`config.mk`:
```
export PLATFORM = sky130hd
export DESIGN_NAME = cpu_run_ctrl
export DESIGN_NICKNAME = d
export VERILOG_FILES = /design/src/rtl/cpu_run_ctrl.sv
export SDC_FILE = /design/constraint.sdc
export NUM_CORES = 1
export LEC_CHECK = 0
export ABC_CLOCK_PERIOD_IN_PS = 2900
export BUFFER_PORTS_ARGS = -buffer_cell sky130_fd_sc_hd__buf_2
export CAP_MARGIN = 20
export CORE_MARGIN = 4
export CORE_UTILIZATION = 51
export DETAILED_ROUTE_END_ITERATION = 7
export PLACE_DENSITY = 0.72
export SYNTH_ARGS = -nofsm -noshare
export SYNTH_HDL_FRONTEND = slang
export SYNTH_SLANG_ARGS = --single-unit
```
`constraint.sdc`:
```
create_clock -name clk -period 2.9 [get_ports clk]
set_input_delay 0.58 -clock clk [delete_from_list [all_inputs] [get_ports clk]]
set_output_delay 0.58 -clock clk [all_outputs]
set_load 0.02 [all_outputs]
```
`src/rtl/cpu_run_ctrl.sv`:
```
// cpu_run_ctrl
// ------------
// Run-control unit between the board clock and the CPU core. It divides the
// board clock into a CPU clock with a runtime-selectable ratio, freezes that
// clock at low level when the CPU asks to halt, and resumes or single-steps it
// from debounced push-buttons. It also counts CPU clock rising edges for
// LED/debug display.
//
// Optional feature macro: RUN_CTRL_STEP_EN
//   defined   : btn_step is synchronized and debounced, and a step press in
//               HALTED runs exactly one CPU clock period.
//   undefined : btn_step is ignored, no step debouncer is built and HALTED
//               is left only through a run press.
//
// Ports
//   clk        in   board clock, the only clock
//   rst        in   asynchronous active-high reset
//   div_ratio  in   CPU clock phase length minus one, sampled every cycle
//   halt_req   in   CPU halt request (clk domain), acted on at its rising edge
//   btn_run    in   raw asynchronous resume button
//   btn_step   in   raw asynchronous single-step button
//   cpu_clk    out  registered divided CPU clock
//   cpu_rise   out  one-clk pulse in the cycle cpu_clk goes 0->1
//   halted     out  high while in the HALTED state
//   cpu_cycles out  number of cpu_clk rising edges, wraps to 0

module cpu_run_ctrl #(
  parameter int unsigned DIV_WIDTH       = 16,
  parameter int unsigned DEBOUNCE_CYCLES = 100000,
  parameter int unsigned CYC_WIDTH       = 32,
  parameter bit          START_HALTED    = 1'b0
) (
  input  logic                 clk,
  input  logic                 rst,
  input  logic [DIV_WIDTH-1:0] div_ratio,
  input  logic                 halt_req,
  input  logic                 btn_run,
  input  logic                 btn_step,
  output logic                 cpu_clk,
  output logic                 cpu_rise,
  output logic                 halted,
  output logic [CYC_WIDTH-1:0] cpu_cycles
);

  // Stability counter wide enough to hold DEBOUNCE_CYCLES-1 (at least 1 bit).
  localparam int unsigned     DB_W    = $clog2(DEBOUNCE_CYCLES + 1);
  localparam logic [DB_W-1:0] DB_LAST = DB_W'(DEBOUNCE_CYCLES - 1);

  typedef enum logic [1:0] {
    ST_RUN    = 2'd0,
    ST_HALTED = 2'd1,
    ST_STEP   = 2'd2
  } state_t;

  localparam state_t RST_STATE = START_HALTED ? ST_HALTED : ST_RUN;

  state_t                 state_q;
  logic [DIV_WIDTH-1:0]   cnt_q;
  logic                   halt_req_q;
  logic                   halt_pend_q;
  logic                   cpu_clk_q;
  logic                   cpu_rise_q;
  logic                   halted_q;
  logic [CYC_WIDTH-1:0]   cycles_q;

  logic                   tick_s;
  logic                   halt_edge_s;
  logic                   halt_want_s;
  logic                   run_press_s;
  logic                   step_press_s;

  // ---------------------------------------------------------------------------
  // Run button: 2-flop synchronizer followed by a stability counter. The
  // counter only advances while the synchronized sample differs from the
  // accepted level, so any sample equal to the level restarts the count.
  // ---------------------------------------------------------------------------
  logic            run_s1_q;
  logic            run_s2_q;
  logic            run_lvl_q;
  logic            run_lvl_d;
  logic [DB_W-1:0] run_cnt_q;
  logic [DB_W-1:0] run_cnt_d;

  // Next debounced run level and its press event
  always_comb begin
    run_cnt_d = run_cnt_q;
    run_lvl_d = run_lvl_q;
    if (run_s2_q == run_lvl_q) begin
      run_cnt_d = {DB_W{1'b0}};
    end else if (run_cnt_q == DB_LAST) begin
      run_lvl_d = run_s2_q;
      run_cnt_d = {DB_W{1'b0}};
    end else begin
      run_cnt_d = run_cnt_q + DB_W'(1);
    end
    run_press_s = run_lvl_d & ~run_lvl_q;
  end

  // Run button synchronizer and debounce state
  always_ff @(posedge clk or posedge rst) begin
    if (rst) begin
      run_s1_q  <= 1'b0;
      run_s2_q  <= 1'b0;
      run_lvl_q <= 1'b0;
      run_cnt_q <= {DB_W{1'b0}};
    end else begin
      run_s1_q  <= btn_run;
      run_s2_q  <= run_s1_q;
      run_lvl_q <= run_lvl_d;
      run_cnt_q <= run_cnt_d;
    end
  end

`ifdef RUN_CTRL_STEP_EN
  // Step button: same structure as the run button.
  logic            step_s1_q;
  logic            step_s2_q;
  logic            step_lvl_q;
  logic            step_lvl_d;
  logic [DB_W-1:0] step_cnt_q;
  logic [DB_W-1:0] step_cnt_d;

  // Next debounced step level and its press event
  always_comb begin
    step_cnt_d = step_cnt_q;
    step_lvl_d = step_lvl_q;
    if (step_s2_q == step_lvl_q) begin
      step_cnt_d = {DB_W{1'b0}};
    end else if (step_cnt_q == DB_LAST) begin
      step_lvl_d = step_s2_q;
      step_cnt_d = {DB_W{1'b0}};
    end else begin
      step_cnt_d = step_cnt_q + DB_W'(1);
    end
    step_press_s = step_lvl_d & ~step_lvl_q;
  end

  // Step button synchronizer and debounce state
  always_ff @(posedge clk or posedge rst) begin
    if (rst) begin
      step_s1_q  <= 1'b0;
      step_s2_q  <= 1'b0;
      step_lvl_q <= 1'b0;
      step_cnt_q <= {DB_W{1'b0}};
    end else begin
      step_s1_q  <= btn_step;
      step_s2_q  <= step_s1_q;
      step_lvl_q <= step_lvl_d;
      step_cnt_q <= step_cnt_d;
    end
  end
`else
  // Without the step feature the button is not used at all.
  logic unused_btn_step_s;
  assign unused_btn_step_s = btn_step;
  assign step_press_s      = 1'b0;
`endif

  // Phase tick and halt request decode. The halt edge is folded in directly
  // so a request that lands on a tick cycle is not delayed by a whole phase.
  always_comb begin
    tick_s      = (cnt_q >= div_ratio);
    halt_edge_s = halt_req & ~halt_req_q;
    halt_want_s = halt_pend_q | halt_edge_s;
  end

  // Run-control state machine with phase counter, halt latch and outputs
  always_ff @(posedge clk or posedge rst) begin
    if (rst) begin
      state_q     <= RST_STATE;
      cnt_q       <= {DIV_WIDTH{1'b0}};
      halt_req_q  <= 1'b0;
      halt_pend_q <= 1'b0;
      cpu_clk_q   <= 1'b0;
      cpu_rise_q  <= 1'b0;
      halted_q    <= START_HALTED;
      cycles_q    <= {CYC_WIDTH{1'b0}};
    end else begin
      halt_req_q <= halt_req;
      cpu_rise_q <= 1'b0;
      cnt_q      <= tick_s ? {DIV_WIDTH{1'b0}} : cnt_q + DIV_WIDTH'(1);
      case (state_q)
        ST_RUN: begin
          halt_pend_q <= halt_want_s;
          if (tick_s) begin
            if (cpu_clk_q) begin
              // A pending halt still lets the clock fall first.
              cpu_clk_q <= 1'b0;
            end else if (halt_want_s) begin
              state_q     <= ST_HALTED;
              halted_q    <= 1'b1;
              halt_pend_q <= 1'b0;
            end else begin
              cpu_clk_q  <= 1'b1;
              cpu_rise_q <= 1'b1;
              cycles_q   <= cycles_q + CYC_WIDTH'(1);
            end
          end
        end
        ST_HALTED: begin
          // Halt edges seen while frozen are dropped.
          halt_pend_q <= 1'b0;
          cpu_clk_q   <= 1'b0;
          if (run_press_s) begin
            state_q  <= ST_RUN;
            halted_q <= 1'b0;
            cnt_q    <= {DIV_WIDTH{1'b0}};
          end else if (step_press_s) begin
            state_q  <= ST_STEP;
            halted_q <= 1'b0;
            cnt_q    <= {DIV_WIDTH{1'b0}};
          end
        end
        ST_STEP: begin
          halt_pend_q <= 1'b0;
          if (tick_s) begin
            if (!cpu_clk_q) begin
              cpu_clk_q  <= 1'b1;
              cpu_rise_q <= 1'b1;
              cycles_q   <= cycles_q + CYC_WIDTH'(1);
            end else begin
              cpu_clk_q <= 1'b0;
              state_q   <= ST_HALTED;
              halted_q  <= 1'b1;
            end
          end
        end
        default: begin
          // Unreachable encoding: freeze the CPU clock safely.
          state_q     <= ST_HALTED;
          halted_q    <= 1'b1;
          cpu_clk_q   <= 1'b0;
          halt_pend_q <= 1'b0;
        end
      endcase
    end
  end

  assign cpu_clk    = cpu_clk_q;
  assign cpu_rise   = cpu_rise_q;
  assign halted     = halted_q;
  assign cpu_cycles = cycles_q;

endmodule
```
==> impl_summary.txt <==
----------------------------------------------------
[Yosys]
  Cell type contributing the most total cell area after synthesis ... sky130_fd_sc_hd__dfrtp_1
  Async set or reset register ratio after synthesis ... 1.000
  Flip-flop cell with the highest count after synthesis ... sky130_fd_sc_hd__dfrtp_1
  Fraction of synthesized area in multiplexers ... 0.005911
  Proportion of netlist area held by the largest area contributor ... 0.4795
  Cell count after synthesis ... 382
  Synthesized area per cell ... 9.974 µm²
  Synthesized-area fraction occupied by adder cells ... 0.06240
  Post-synth EDFFs ... 0
  Portion of the post-synthesis area used by sequential elements ... 0.4795
  Main area contributors after synthesis ... sky130_fd_sc_hd__dfrtp_1 (48%), sky130_fd_sc_hd__xor2_1 (8.0%), sky130_fd_sc_hd__ha_1 (6.2%)
  Main combinational cell family by area after synthesis ... simple AND/OR/NAND/NOR gates
  Synthesized-area fraction occupied by xor and xnor cells ... 0.1402
  Nets in the synthesized netlist ... 422
  Compound-Gate Fraction of Synth Area ... 0.02923
  Number of synthesized register bits ... 73
  Post-synthesis cell area ... 3810 µm²
  Simple-gate portion of the synthesized area ... 0.2437
  Total of warnings raised by yosys ... 0
  Count of unique library cells instantiated by Yosys ... 38

[STA]
  Fin crit share ... 0.8649
  Setup repair after global routing missed its margin ... false
  Number of setup violations in the final report ... 0
  Relative max-transition margin ... 0.5197
  Hold violation count in the final report ... 0
  FMAX ... 398.7 MHz
  Final Max Tran Viols ... 0
  Total negative slack for setup checks ... 0 ns
  Worst Setup Slack, final ... 0.3918 ns
  Worst-case hold slack ... 0.2789 ns
  Tmin final ... 2.508 ns
  Fin Clk Skew ... 0.01241 ns
  Pin slew with the least headroom to its limit ... 0.7204 ns

[Worst setup path]
  Required time of the critical path ... 3.17 ns
  Worst setup path category ... register to register
  Cell depth of the worst flop-to-flop path ... 7
  Kind of start point of the critical path ... register
  Critical register-to-register path endpoint ... cpu_cycles[20]
  Critical Path Fanout Max ... 18
  CP Capture Type ... register
  Endpoint arrival time on the critical path ... 2.78 ns
  Start of the worst register-to-register path ... cnt_q[11]
  Register-to-register setup slack ... 0.39 ns

[Detailed routing]
  Length of the first detailed-routing pass in iterations ... 4
  Met3 Routed Length ... 314 µm
  Average detailed-routed wire length per instance ... 14.11 µm
  Number of nets with antenna violations after detailed routing ... 0
  DR WL met2 ... 3625 µm
  Length of routed wiring on met1 ... 3703 µm
  Uppermost layer routed ... met4
  Routed via count divided by cell count ... 5.388
  Drt drc ... 0
  Detailed router's first-iteration violation count ... 111
  Detailed-route wire length ... 7747 µm
  Number of vias after detailed routing ... 2958

[Global routing]
  Vias in the first global route ... 2879
  Aggregate global routing overflow ... 0
  Wire length of the first global-routing pass ... 13190 µm
  Global-route total usage across every layer ... 0.1850
  Number of antenna violations at the first check in global routing ... 0
  Pin count of the biggest net entering global routing ... 31

[Power and ir drop]
  Power density over cell area ... 573.1 nW/µm²
  Part of the total power dissipated in sequential elements ... 0.479
  Part of the total power dissipated in the clock network ... 0.348
  Cell-internal power ... 1.785 mW
  Switch Pwr ... 764.3 µW
  Reported leakage power ... 2.240 nW
  Maximum VDD drop ... 0.2590 mV
  Logic pwr share ... 0.173
  Switching portion of total power ... 0.2998
  Post-layout power ... 2.549 mW

[Floorplan]
  Height of the die ... 94.43 µm
  Die extent in x ... 94.43 µm
  IO Pins ... 56
  Die ar. ... 8917 µm²
  Floorplan Core Area ... 7253 µm²
  Effective utilization at floorplan ... 0.5253
  Site Rows ... 31

[Place]
  Total of buffers placed on input and output ports ... 54
  Pre-CTS setup slack ... 0.1384 ns
  Sum of net half-perimeters after detailed placement ... 5531 µm
  GP Congestion ... 0.8074

[CTS]
  Library cell used as clock root buffer ... sky130_fd_sc_hd__clkbuf_8
  Hold-fix buffer count after cts ... 0
  Number of sinks driven by the clock tree ... 73
  TritonCTS clock tree ... done
  Post-cts repair resize count ... 0
  Clock transition at the register clock pins on the worst setup and hold paths after CTS ... 0.09 ns
  Number of buffers inserted to repair setup after CTS ... 0
  Clock latency on the worst-skew pair ... 0.35 ns
  CTS H-tree depth ... 3
  CTS max path bufs ... 2
  Number of buffers added by the clock tree synthesis step ... 9

[Layout]
  # nets final ... 485
  Fraction of layout cells with a size suffix above 1 ... 0.1911
  Layout overhead on the synthesized area ... 16.75%
  Number of filler instances in the final layout ... 619
  ANT cells ... 0

[Min path]
  Tightest Hold Check Type ... input port to async pin

[Status]
  Outcome ... finished, final reports clean

[Run]
  Count of max-cap constraint violations ... 0

----------------------------------------------------
==> power by group through the flow <==
stage	registers (mW)	clock network, mW	logic (mW)
finish	1.22	0.887	0.440
global route	1.24	0.953	0.511
CTS	1.22	0.902	0.448
detailed placement	1.24	0	0.445
global placement	1.24	0	0.423
floorplan	1.24	0	0.305
==> routing by layer <==
layer  track usage  vias up
li1              -     1437
met1        0.2610     1446
met2        0.2872       64
met3       0.03506       11
met4       0.06258        0
met5             0        -
==> worst max-delay path, cell delays in order (launching register included) <==
cell,delay [ns]
sky130_fd_sc_hd__dfrtp_1,0.44
sky130_fd_sc_hd__ha_1,0.34
sky130_fd_sc_hd__nand4_1,0.13
sky130_fd_sc_hd__or3_1,0.36
sky130_fd_sc_hd__a221o_1,0.28
sky130_fd_sc_hd__and4_4,0.26
sky130_fd_sc_hd__nor4b_1,0.43
sky130_fd_sc_hd__xor2_1,0.18
==> registers in the layout, indices dropped and copies added (netlist names) <==
register	cells
cnt_q	16
cpu_clk	1
cpu_cycles	32
cpu_rise	1
halt_pend_q	1
halt_req_q	1
halted	1
run_cnt_q	17
run_lvl_q	1
run_s1_q	1
run_s2_q	1
==> synth_stat cells, types with 3 or more instances <==
cell,instances
sky130_fd_sc_hd__nor3_1,11
sky130_fd_sc_hd__inv_1,26
sky130_fd_sc_hd__nor2_1,48
sky130_fd_sc_hd__a21oi_1,6
sky130_fd_sc_hd__o21ai_0,3
sky130_fd_sc_hd__nand3b_1,3
sky130_fd_sc_hd__clkbuf_1,5
sky130_fd_sc_hd__nand3_1,28
sky130_fd_sc_hd__xor2_1,35
sky130_fd_sc_hd__ha_1,19
sky130_fd_sc_hd__xnor2_1,26
sky130_fd_sc_hd__nor4_2,4
sky130_fd_sc_hd__and3_1,8
sky130_fd_sc_hd__nand2_1,25
sky130_fd_sc_hd__nand4_1,20
sky130_fd_sc_hd__and4_1,5
sky130_fd_sc_hd__nor4_1,6
sky130_fd_sc_hd__dfrtp_1,73
sky130_fd_sc_hd__nor4b_1,3
==> layout by cell type, fill, tap and decap left out, types with 2 or more instances in the layout <==
cell / instances
sky130_fd_sc_hd__nand3_1: 28
sky130_fd_sc_hd__o21ai_0: 3
sky130_fd_sc_hd__nand2_1: 25
sky130_fd_sc_hd__nand2b_1: 2
sky130_fd_sc_hd__and4_1: 5
sky130_fd_sc_hd__nor3_1: 11
sky130_fd_sc_hd__inv_1: 25
sky130_fd_sc_hd__nand3b_1: 3
sky130_fd_sc_hd__nand4b_1: 2
sky130_fd_sc_hd__nor4_2: 4
sky130_fd_sc_hd__buf_4: 5
sky130_fd_sc_hd__or2_2: 2
sky130_fd_sc_hd__nor2_1: 48
sky130_fd_sc_hd__bufinv_16: 2
sky130_fd_sc_hd__dfrtp_1: 73
sky130_fd_sc_hd__a21oi_1: 6
sky130_fd_sc_hd__buf_12: 2
sky130_fd_sc_hd__or3_1: 2
sky130_fd_sc_hd__ha_1: 19
sky130_fd_sc_hd__xnor2_1: 26
sky130_fd_sc_hd__clkbuf_8: 9
sky130_fd_sc_hd__and2_1: 2
sky130_fd_sc_hd__xor2_1: 35
sky130_fd_sc_hd__nand4_1: 20
sky130_fd_sc_hd__buf_2: 54
sky130_fd_sc_hd__nor4_1: 6
sky130_fd_sc_hd__mux2_2: 2
sky130_fd_sc_hd__nor4b_1: 3
sky130_fd_sc_hd__a21o_1: 2
sky130_fd_sc_hd__and3_1: 8
==> worst max path at each step <==
stage | cells past startpoint | from | end
global route | 7 | cnt_q[11] | cpu_cycles[20]
finish | 7 | cnt_q[11] | cpu_cycles[20]
global placement | 9 | div_ratio[14] | cpu_cycles[20]
detailed placement | 9 | div_ratio[14] | cpu_cycles[20]
CTS | 7 | cnt_q[14] | cpu_cycles[20]
floorplan | 10 | div_ratio[14] | cpu_cycles[19]
==> through the flow <==
step	cells	utilization	instance area, µm²
CTS	549	0.6132	4448
floorplan	382	-	3810
detailed placement	533	0.5832	4230
global placement	533	0.5832	4230
global route	549	0.6132	4448
finish	549	0.6132	4448
==> cells by family (layout without fill, tap and decap cells) <==
logic type / after synthesis / count (layout)
simple gates: 175 / 175
fa+ha+maj: 19 / 19
xor+xnor: 61 / 61
buf+inv: 35 / 103
mux: 2 / 2
compound gates: 17 / 17
flops: 73 / 73
==> final cells by class <==
class | instances | area (µm²) | area share
multi-input cells | 274 | 1834 | 0.4124
inverters | 26 | 97.59 | 0.02194
flip-flops and latches | 73 | 1827 | 0.4107
repair buffers | 61 | 347.8 | 0.07820
clock inverters | 6 | 90.09 | 0.02025
clock buffers | 10 | 127.6 | 0.02869
well taps | 99 | 123.9 | 0.02785
(Power assumes the default switching activity.)
